## src/rtl/ifetch.sv

```systemverilog
// ifetch: instruction fetch front end.
//   Issues sequential word-aligned fetches from a fetch PC, tracks the number of
//   outstanding requests, buffers returned words with their PCs in a DEPTH-entry
//   FIFO, and hands them to decode with a valid/ready handshake. A redirect
//   flushes the buffer, reloads the PC and drops every stale beat still in flight.
//
//   Optional feature: define IFETCH_BYPASS_EN to forward a response straight to
//   o_inst/o_inst_valid in the same cycle when the buffer is empty.
//
// Ports:
//   i_clk, i_rst                 clock, synchronous active-high reset
//   o_imem_req_valid/_addr       fetch request to instruction memory
//   i_imem_req_ready             memory accepts the request
//   i_imem_resp_valid/_rdata     in-order response beats
//   o_inst_valid/o_inst/o_inst_pc  instruction offered to decode
//   i_inst_ready                 decode consumes the offered instruction
//   i_redirect_valid/_pc         taken branch/jump: flush and refetch
module ifetch #(
    parameter logic [31:0] RESET_ADDR = 32'h0000_0000,
    parameter int          DEPTH      = 4
) (
    input  logic        i_clk,
    input  logic        i_rst,
    output logic        o_imem_req_valid,
    input  logic        i_imem_req_ready,
    output logic [31:0] o_imem_req_addr,
    input  logic        i_imem_resp_valid,
    input  logic [31:0] i_imem_resp_rdata,
    output logic        o_inst_valid,
    input  logic        i_inst_ready,
    output logic [31:0] o_inst,
    output logic [31:0] o_inst_pc,
    input  logic        i_redirect_valid,
    input  logic [31:0] i_redirect_pc
);
    localparam int CW = $clog2(DEPTH + 1);
    localparam int AW = $clog2(DEPTH);
    localparam logic [31:0] RESET_PC = {RESET_ADDR[31:2], 2'b00};

    logic [31:0]   pc;          // next address to request
    logic [31:0]   resp_pc;     // PC of the next non-dropped response
    logic [CW-1:0] outstanding;
    logic [CW-1:0] drop;
    logic [CW-1:0] count;
    logic [AW-1:0] rd_ptr, wr_ptr;
    logic [31:0]   inst_mem [DEPTH];
    logic [31:0]   pc_mem   [DEPTH];

    logic          accept, resp_live, resp_keep, bypass, push, pop, empty;
    logic [CW:0]   occupancy;
    logic [31:0]   redirect_pc;

    // Requests are always sequential between redirects, and a redirect drops
    // everything older, so the PC of each kept response is simply a running
    // counter (resp_pc) rather than a full queue of request PCs.
    assign redirect_pc = {i_redirect_pc[31:2], 2'b00};
    assign empty       = (count == '0);
    assign occupancy   = {1'b0, outstanding} + {1'b0, count};

    // Issue only while every in-flight word is guaranteed a buffer slot.
    assign o_imem_req_valid = !i_rst && !i_redirect_valid && (occupancy < (CW+1)'(DEPTH));
    assign o_imem_req_addr  = pc;
    assign accept           = o_imem_req_valid && i_imem_req_ready;

    // A beat with nothing outstanding is a protocol violation and is ignored.
    assign resp_live = i_imem_resp_valid && (outstanding != '0);
    assign resp_keep = resp_live && (drop == '0);

`ifdef IFETCH_BYPASS_EN
    assign bypass    = resp_keep && empty;
    assign o_inst    = empty ? i_imem_resp_rdata : inst_mem[rd_ptr];
    assign o_inst_pc = empty ? resp_pc : pc_mem[rd_ptr];
`else
    assign bypass    = 1'b0;
    assign o_inst    = inst_mem[rd_ptr];
    assign o_inst_pc = pc_mem[rd_ptr];
`endif

    assign o_inst_valid = !i_rst && (!empty || bypass);

    // Redirect wins over push and pop; a bypassed word consumed this cycle is not stored.
    assign pop  = !empty && i_inst_ready && !i_redirect_valid;
    assign push = resp_keep && !i_redirect_valid && !(bypass && i_inst_ready);

    always_ff @(posedge i_clk) begin
        if (i_rst) begin
            pc          <= RESET_PC;
            resp_pc     <= RESET_PC;
            outstanding <= '0;
            drop        <= '0;
            count       <= '0;
            rd_ptr      <= '0;
            wr_ptr      <= '0;
        end else if (i_redirect_valid) begin
            pc          <= redirect_pc;
            resp_pc     <= redirect_pc;
            outstanding <= outstanding + CW'(accept) - CW'(resp_live);
            // Everything still in flight after this cycle is stale.
            drop        <= outstanding + CW'(accept) - CW'(resp_live);
            count       <= '0;
            rd_ptr      <= '0;
            wr_ptr      <= '0;
        end else begin
            if (accept)
                pc <= pc + 32'd4;
            if (resp_keep)
                resp_pc <= resp_pc + 32'd4;
            outstanding <= outstanding + CW'(accept) - CW'(resp_live);
            if (resp_live && (drop != '0))
                drop <= drop - 1'b1;
            count <= count + CW'(push) - CW'(pop);
            if (push)
                wr_ptr <= wr_ptr + 1'b1;
            if (pop)
                rd_ptr <= rd_ptr + 1'b1;
        end
    end

    // Storage needs no reset; count gates every read.
    always_ff @(posedge i_clk) begin
        if (push) begin
            inst_mem[wr_ptr] <= i_imem_resp_rdata;
            pc_mem[wr_ptr]   <= resp_pc;
        end
    end
endmodule

```

## config.mk

```make
export PLATFORM = sky130hd
export DESIGN_NAME = ifetch
export DESIGN_NICKNAME = d
export VERILOG_FILES = /design/src/rtl/ifetch.sv
export SDC_FILE = /design/constraint.sdc
export NUM_CORES = 1
export LEC_CHECK = 0
export CORE_ASPECT_RATIO = 1.4
export CORE_MARGIN = 2
export CORE_UTILIZATION = 50
export CTS_CLUSTER_DIAMETER = 60
export DETAILED_ROUTE_END_ITERATION = 8
export PLACE_DENSITY_LB_ADDON = 0.25
export SETUP_SLACK_MARGIN = 0.1
export SYNTH_ARGS = -nofsm -noshare
export SYNTH_HDL_FRONTEND = slang
export SYNTH_SLANG_ARGS = --single-unit
```

## constraint.sdc

```tcl
create_clock -name i_clk -period 4.1 [get_ports i_clk]
set_input_delay 0.615 -clock i_clk [delete_from_list [all_inputs] [get_ports i_clk]]
set_output_delay 0.615 -clock i_clk [all_outputs]
set_load 0.02 [all_outputs]
```

==> impl_metrics.env <==
export IMPL_clk_pin_slew_ns=0.07
export IMPL_cts_sinks=323
export IMPL_tightest_slew_ns=1.02
export IMPL_fin_worst_skew_ns=0.0166
export IMPL_endpoint_kind="output pin"
export IMPL_vias_per_cell=5.61
export IMPL_gp_congestion=0.832
export IMPL_grt_overflow=0
export IMPL_cts_buffers=30
export IMPL_synth_ff_type="edfxtp_1"
export IMPL_clock_path_buffers=3
export IMPL_dr_pass1_iters=5
export IMPL_post_place_ws_ns=0.693
export IMPL_root_buffer="clkbuf_16"
export IMPL_port_buffer_count=161
export IMPL_area_growth_pct=22.2
export IMPL_synth_distinct_cells=55
export IMPL_antenna_found_initial=0
export IMPL_seqPwrFrac_pct=51.4
export IMPL_r2r_slack_ns=1.20
export IMPL_die_y_um=196
export IMPL_fin_crit_sh_pct=80.0
export IMPL_switchingPower_mw=1.73
export IMPL_netSwitchingFraction_pct=23.3
export IMPL_async_flop_share_pct=0
export IMPL_finalCriticalPeriod_ns=3.28
export IMPL_crit_type="reg -> out"
export IMPL_setup_viol=0
export IMPL_startpoint_type="register"
export IMPL_internal_power_mw=5.69
export IMPL_cts_resized=0
export IMPL_grt_start_max_net_pins=63
export IMPL_num_rows=70
export IMPL_hold_viol=0
export IMPL_synth_area_um2=13200
export IMPL_grt_pass1_vias=7629
export IMPL_holdCritPathClass="reg -> reg"
export IMPL_wl_per_cell_um=19.0
export IMPL_rsz0062_at_grt="false"
export IMPL_ys_seq_area_share_pct=67.6
export IMPL_setup_tns_ns=0
export IMPL_drive_gt1_share_pct=15.4
export IMPL_leakage_nw=5.23
export IMPL_ir_drop_mv=0.312
export IMPL_cts_setup_buffers=0
export IMPL_cap_violations=0
export IMPL_synth_seq_cells=323
export IMPL_drt_wl_total_um=25800
export IMPL_syn_instance_count=846
export IMPL_antenna_left=0
export IMPL_outcome="completed"
export IMPL_utilization_pct=61.9
export IMPL_clkPwrFrac_pct=35.9
export IMPL_finalMaxSlewViolations=0
export IMPL_first_iter_violations=426
export IMPL_clock_fmax_mhz=305
export IMPL_synth_edff_count=248
export IMPL_fp_dieW_um=141
export IMPL_antennaDiodeCount=0
export IMPL_start_util_pct=50.7
export IMPL_crit_required_ns=3.48
export IMPL_relSlewSlack_pct=31.7
export IMPL_route_detailed_drc=0
export IMPL_power_mw=7.42
export IMPL_cp_data_arrival_time_ns=2.67
export IMPL_setup_ws_ns=0.820
export IMPL_nets=1096
export IMPL_dp_hpwl_um=16100
export IMPL_grt_use_total_pct=18.4
export IMPL_via_count=7624
export IMPL_power_density_nw_per_um2=459
export IMPL_tritoncts="yes"
export IMPL_die_area_um2=27800
export IMPL_h_tree_depth=1
export IMPL_ys_warn_count=0
export IMPL_hold_buffers=0
export IMPL_crit_fanout=22
export IMPL_power_frac_comb_pct=12.7
export IMPL_coreArea_um2=26100
export IMPL_clkLatencyLatePin_ns=0.54
export IMPL_io_pins=168
export IMPL_syn_avg_cell_area_um2=15.6
export IMPL_grt_pass1_wl_um=40500
[flip-flops by register name, summed over array words and instances (netlist names), named ones only]
| register | flops |
|---|---|
| rd_ptr | 2 |
| count | 3 |
| wr_ptr | 2 |
| pc_mem | 120 |
| outstanding | 3 |
| o_imem_req_addr | 30 |
| inst_mem | 128 |
| resp_pc | 30 |
| drop | 3 |
[metal layers]
layer,track usage [%],wire (µm),up-vias
li1,-,-,3602
met1,24.2,10900,3764
met2,32.2,13000,226
met3,2.84,1350,32
met4,4.44,459,0
met5,0,0,-
[worst paths after layout]
check / endpoint / cells past startpoint / start
worst max-delay path: o_inst_pc[11] / 3 / register
worst min-delay path: o_imem_req_addr[31] / 2 / o_imem_req_addr[31]
worst max register to register: drop[2] / 12 / outstanding[2]
worst min register to register: o_imem_req_addr[31] / 2 / o_imem_req_addr[31]
[cell type report]
| class | instances | area, µm² |
|---|---|---|
| flip-flops and latches | 323 | 8950 |
| fillers | 1967 | 9930 |
| inverters | 33 | 124 |
| repair buffers | 178 | 1800 |
| clock inverters | 16 | 126 |
| clock buffers | 40 | 828 |
| well taps | 324 | 405 |
| multi-input cells | 444 | 3930 |
[kinds of logic after synthesis]
logic type	after synthesis	synth area share, %
DFF	323	67.6
and+or+nand+nor	203	8.80
AOI/OAI and AO/OA	113	5.45
buffers and inverters	82	2.76
muxes	68	11.0
xor gates and xnor gates	40	2.65
adders and majority gates	16	1.63
other	1	0.0283
[power groups by stage]
stage / Combinational [mW] / Clock [mW] / Sequential [mW]
2_1_floorplan: 0.538 / 0 / 3.88
3_5_place_dp: 0.954 / 0 / 3.89
6_report: 0.942 / 2.66 / 3.82
5_1_grt: 1.02 / 2.86 / 3.84
4_1_cts: 0.960 / 2.73 / 3.82
3_3_place_gp: 0.945 / 0 / 3.88
[metrics by stage]
stage / std cells / area, µm² / hold slack (ns)
3_5_place_dp: 1302 / 15200 / 0.510
2_1_floorplan: 849 / 13200 / 0.481
3_3_place_gp: 1302 / 15200 / 0.506
4_1_cts: 1358 / 16200 / 0.528
5_1_grt: 1358 / 16200 / 0.566
6_report: 1358 / 16200 / 0.529
[worst max-delay path, stage by stage, from the launching register on]
cell             delay [ns]
dfxtp_4                0.64
buf_4                  0.34
mux4_2                 0.52
clkdlybuf4s50_1        0.59
[cell usage after synthesis, drive strengths merged (3+ instances only)]
| cell | instances | area share, % |
|---|---|---|
| nor3 | 13 | 0.57 |
| and3 | 8 | 0.38 |
| nand4 | 17 | 0.92 |
| or3 | 11 | 0.56 |
| ha | 14 | 1.3 |
| a21boi | 11 | 0.62 |
| nor4 | 18 | 1.5 |
| o211ai | 3 | 0.17 |
| a211oi | 14 | 0.83 |
| buf | 24 | 1.1 |
| nand2 | 44 | 1.3 |
| xnor2 | 27 | 1.8 |
| o21a | 3 | 0.17 |
| and2 | 12 | 0.57 |
| mux2 | 4 | 0.34 |
| clkbuf | 25 | 0.71 |
| inv | 33 | 0.94 |
| xor2 | 13 | 0.86 |
| edfxtp | 248 | 56 |
| o21ai | 18 | 0.68 |
| mux4 | 62 | 11 |
| a41oi | 3 | 0.20 |
| and4 | 5 | 0.33 |
| nor2 | 43 | 1.2 |
| nand3 | 22 | 0.87 |
| dfxtp | 75 | 11 |
| a31oi | 18 | 0.85 |
| a21oi | 31 | 1.2 |
| o21bai | 3 | 0.17 |
| a32oi | 5 | 0.33 |
[cells in the final DEF, fill, tap and decap left out, types with 4 or more instances in the layout]
cell type / netlist / routed
a211oi_1: 13 / 13
clkinv_2: 0 / 8
inv_1: 33 / 33
conb_1: 1 / 4
and2_1: 12 / 8
clkbuf_2: 0 / 4
ha_1: 14 / 14
nand4_1: 16 / 16
mux4_2: 62 / 62
nor2_1: 43 / 43
dfxtp_1: 75 / 73
clkbuf_16: 0 / 31
o21ai_0: 18 / 18
a21oi_1: 31 / 31
and4_1: 5 / 5
buf_12: 0 / 5
a21boi_0: 8 / 8
edfxtp_1: 248 / 248
nor4_2: 8 / 8
xor2_1: 13 / 13
xnor2_1: 27 / 27
nand2_1: 43 / 43
nand3_1: 21 / 21
a31oi_1: 18 / 18
clkdlybuf4s50_1: 0 / 160
mux2_2: 4 / 4
or3_1: 10 / 10
and2_2: 0 / 4
nor3_1: 11 / 11
clkinv_1: 0 / 5
a32oi_1: 5 / 5
nor4_1: 8 / 8
buf_4: 6 / 12
and3_1: 8 / 8
Note: power is estimated with default switching activity, not from simulation.
==> edit (config.mk and constraints unchanged) <==
The option `IFETCH_BYPASS_EN` is turned on by a define.
--- a/src/rtl/ifetch.sv
+++ b/src/rtl/ifetch.sv
@@ -17,2 +17,4 @@
 //   i_redirect_valid/_pc         taken branch/jump: flush and refetch
+`define IFETCH_BYPASS_EN
+
 module ifetch #(
Function: changed (a bounded check fails within 4 cycles, from zero or initial values and one cycle with i_rst high).
==> edit against the original RTL <==
Die area is 5.1% higher. Synthesized area is 5.3% higher. Wire length is 16% higher. Final area is 5.1% higher. Core utilization is 0.079 points lower. Total power is 0.36% lower. Synthesized cell count is 7.1% higher. Sequential cell count stayed put. Maximum frequency is 8.2% lower. Worst setup slack worse by 0.29 ns. Critical path type unchanged.
==> edit: results (changes against the original RTL) <==
stage	metric	value	unit	change
setup_path	critical_path.max_stage_delay	0.75	ns	was 0.64 ns
sta	max_slew.worst_pin.slew	0.875	ns	was 1.02 ns
run_status	run_status	complete, no violations		unchanged
global_route	grt_pass1_vias	8552		was 7,629
finish	biggestRegsByFlops	inst_mem: 128 flops, pc_mem: 120 flops		unchanged
place	postPlaceCellArea	16000	um^2	was 15,200 um^2
route	vias_per_cell	5.74		was 5.61
worst_hold_path	hold_path_class	register to register		unchanged
power_and_ir_drop	switching_power	1.74	mW	was 1.73 mW
sta	timing.final.max_slew_violations	0		unchanged
worst_hold_path	worst_hold_launch	o_imem_req_addr[28]$_SDFFE_PP0P_		was o_imem_req_addr[31]$_SDFFE_PP0P_
place	dp_slack	0.864	ns	was 0.693 ns
place	placed_cells	1412		was 1,302
global_route	grt_start_max_net_pins	77		was 63
yosys	synth_cell_types	64		was 55
yosys	synth.cells.most_frequent	edfxtp_1, dfxtp_1, mux2_2		was edfxtp_1, dfxtp_1, mux4_2
route	vias	8433		was 7,624
power_and_ir_drop	ir_drop	0.293	mV	was 0.312 mV
yosys	yosysSeqAreaShare	0.643		was 0.676
route	finalWirelength	30000	um	was 25,800 um
yosys	netlist_top_cells_area	edfxtp_1, dfxtp_1, mux4_2, mux2_2, xor2_1		was edfxtp_1, dfxtp_1, mux4_2, xnor2_1, ha_1
global_route	antenna_found_initial	0		unchanged
route	drtIter0Drc	489		was 426
place	final_weighted_congestion_in_routability_driven_placement	0.902		was 0.832
cts	post-cts-setup-buffer-count	0		unchanged
setup_path	cp_data_arrival_time	2.96	ns	was 2.67 ns
setup_path	worst-path-max-fanout	9		was 22
setup_path	critPathSlowestCell	nor3_2		was dfxtp_4
setup_path	r2r-start	drop[0]$_SDFFE_PP0P_		was outstanding[2]$_SDFF_PP0_
global_route	wire_length_of_the_first_global_routing_pass	47600	um	was 40,500 um
finish	layout_nets	1160		was 1,096
place	dpl.hpwl	18800	um	was 16,100 um
sta	finClkSkew	0.0149	ns	was 0.0166 ns
global_route	grt_util_all_layers	0.205		was 0.184
yosys	synth.avg_cell_area	15.4	um^2	was 15.6 um^2
power_and_ir_drop	power.static_leakage	5.52	nW	was 5.23 nW
edit: changes by cell type after synthesis, moves of 8 or more:
| cell | before | now |
|---|---|---|
| nand4_1 | 16 | 27 |
| xor2_1 | 13 | 21 |
| a21oi_1 | 31 | 22 |
| inv_1 | 33 | 21 |
| mux2_2 | 4 | 63 |
| a21boi_0 | 8 | 16 |
edit: final timing paths:
check | endpoint | cells after the start | slack [ns]
max | o_inst_pc[3] | 4 | 0.53
min | o_imem_req_addr[28]$_SDFFE_PP0P_ | 2 | 0.53
max reg2reg | count[2]$_SDFF_PP0_ | 14 | 1.04
min reg2reg | o_imem_req_addr[28]$_SDFFE_PP0P_ | 2 | 0.53
edit: power by group through the flow:
stage	sequential [mW]	clock, mW	combinational, mW
2_1_floorplan	3.82	0	0.513
3_3_place_gp	3.83	0	0.887
5_1_grt	3.78	2.91	0.972
4_1_cts	3.76	2.78	0.900
3_5_place_dp	3.83	0	0.894
6_report	3.77	2.74	0.888
edit: logic make-up after synthesis:
| logic type | share of synthesized area |
|---|---|
| other | 0.000269 |
| adders and majority gates | 0.0155 |
| muxes | 0.154 |
| AOI/OAI and AO/OA | 0.0558 |
| buffers and inverters | 0.0244 |
| xor gates and xnor gates | 0.0258 |
| DFF | 0.643 |
| and+or+nand+nor | 0.0817 |
edit: cell type report:
type,count,area [um^2]
Fill cell,2067,10500
Clock inverter,21,179
Timing Repair Buffer,182,1870
Clock buffer,35,791
Tap cell,370,463
Sequential cell,323,8950
Multi-Input combinational cell,515,4660
Inverter,22,82.6
edit: per-layer routing:
metal  vias to the layer above  wire [um]  share of wire  GRT usage
met1                      4220      12700           0.42      0.272
met4                         0        532          0.018     0.0497
met2                       281      15100           0.50      0.358
met5                         -          0              0          0
met3                        39       1650          0.055     0.0299
li1                       3893          -              -          -
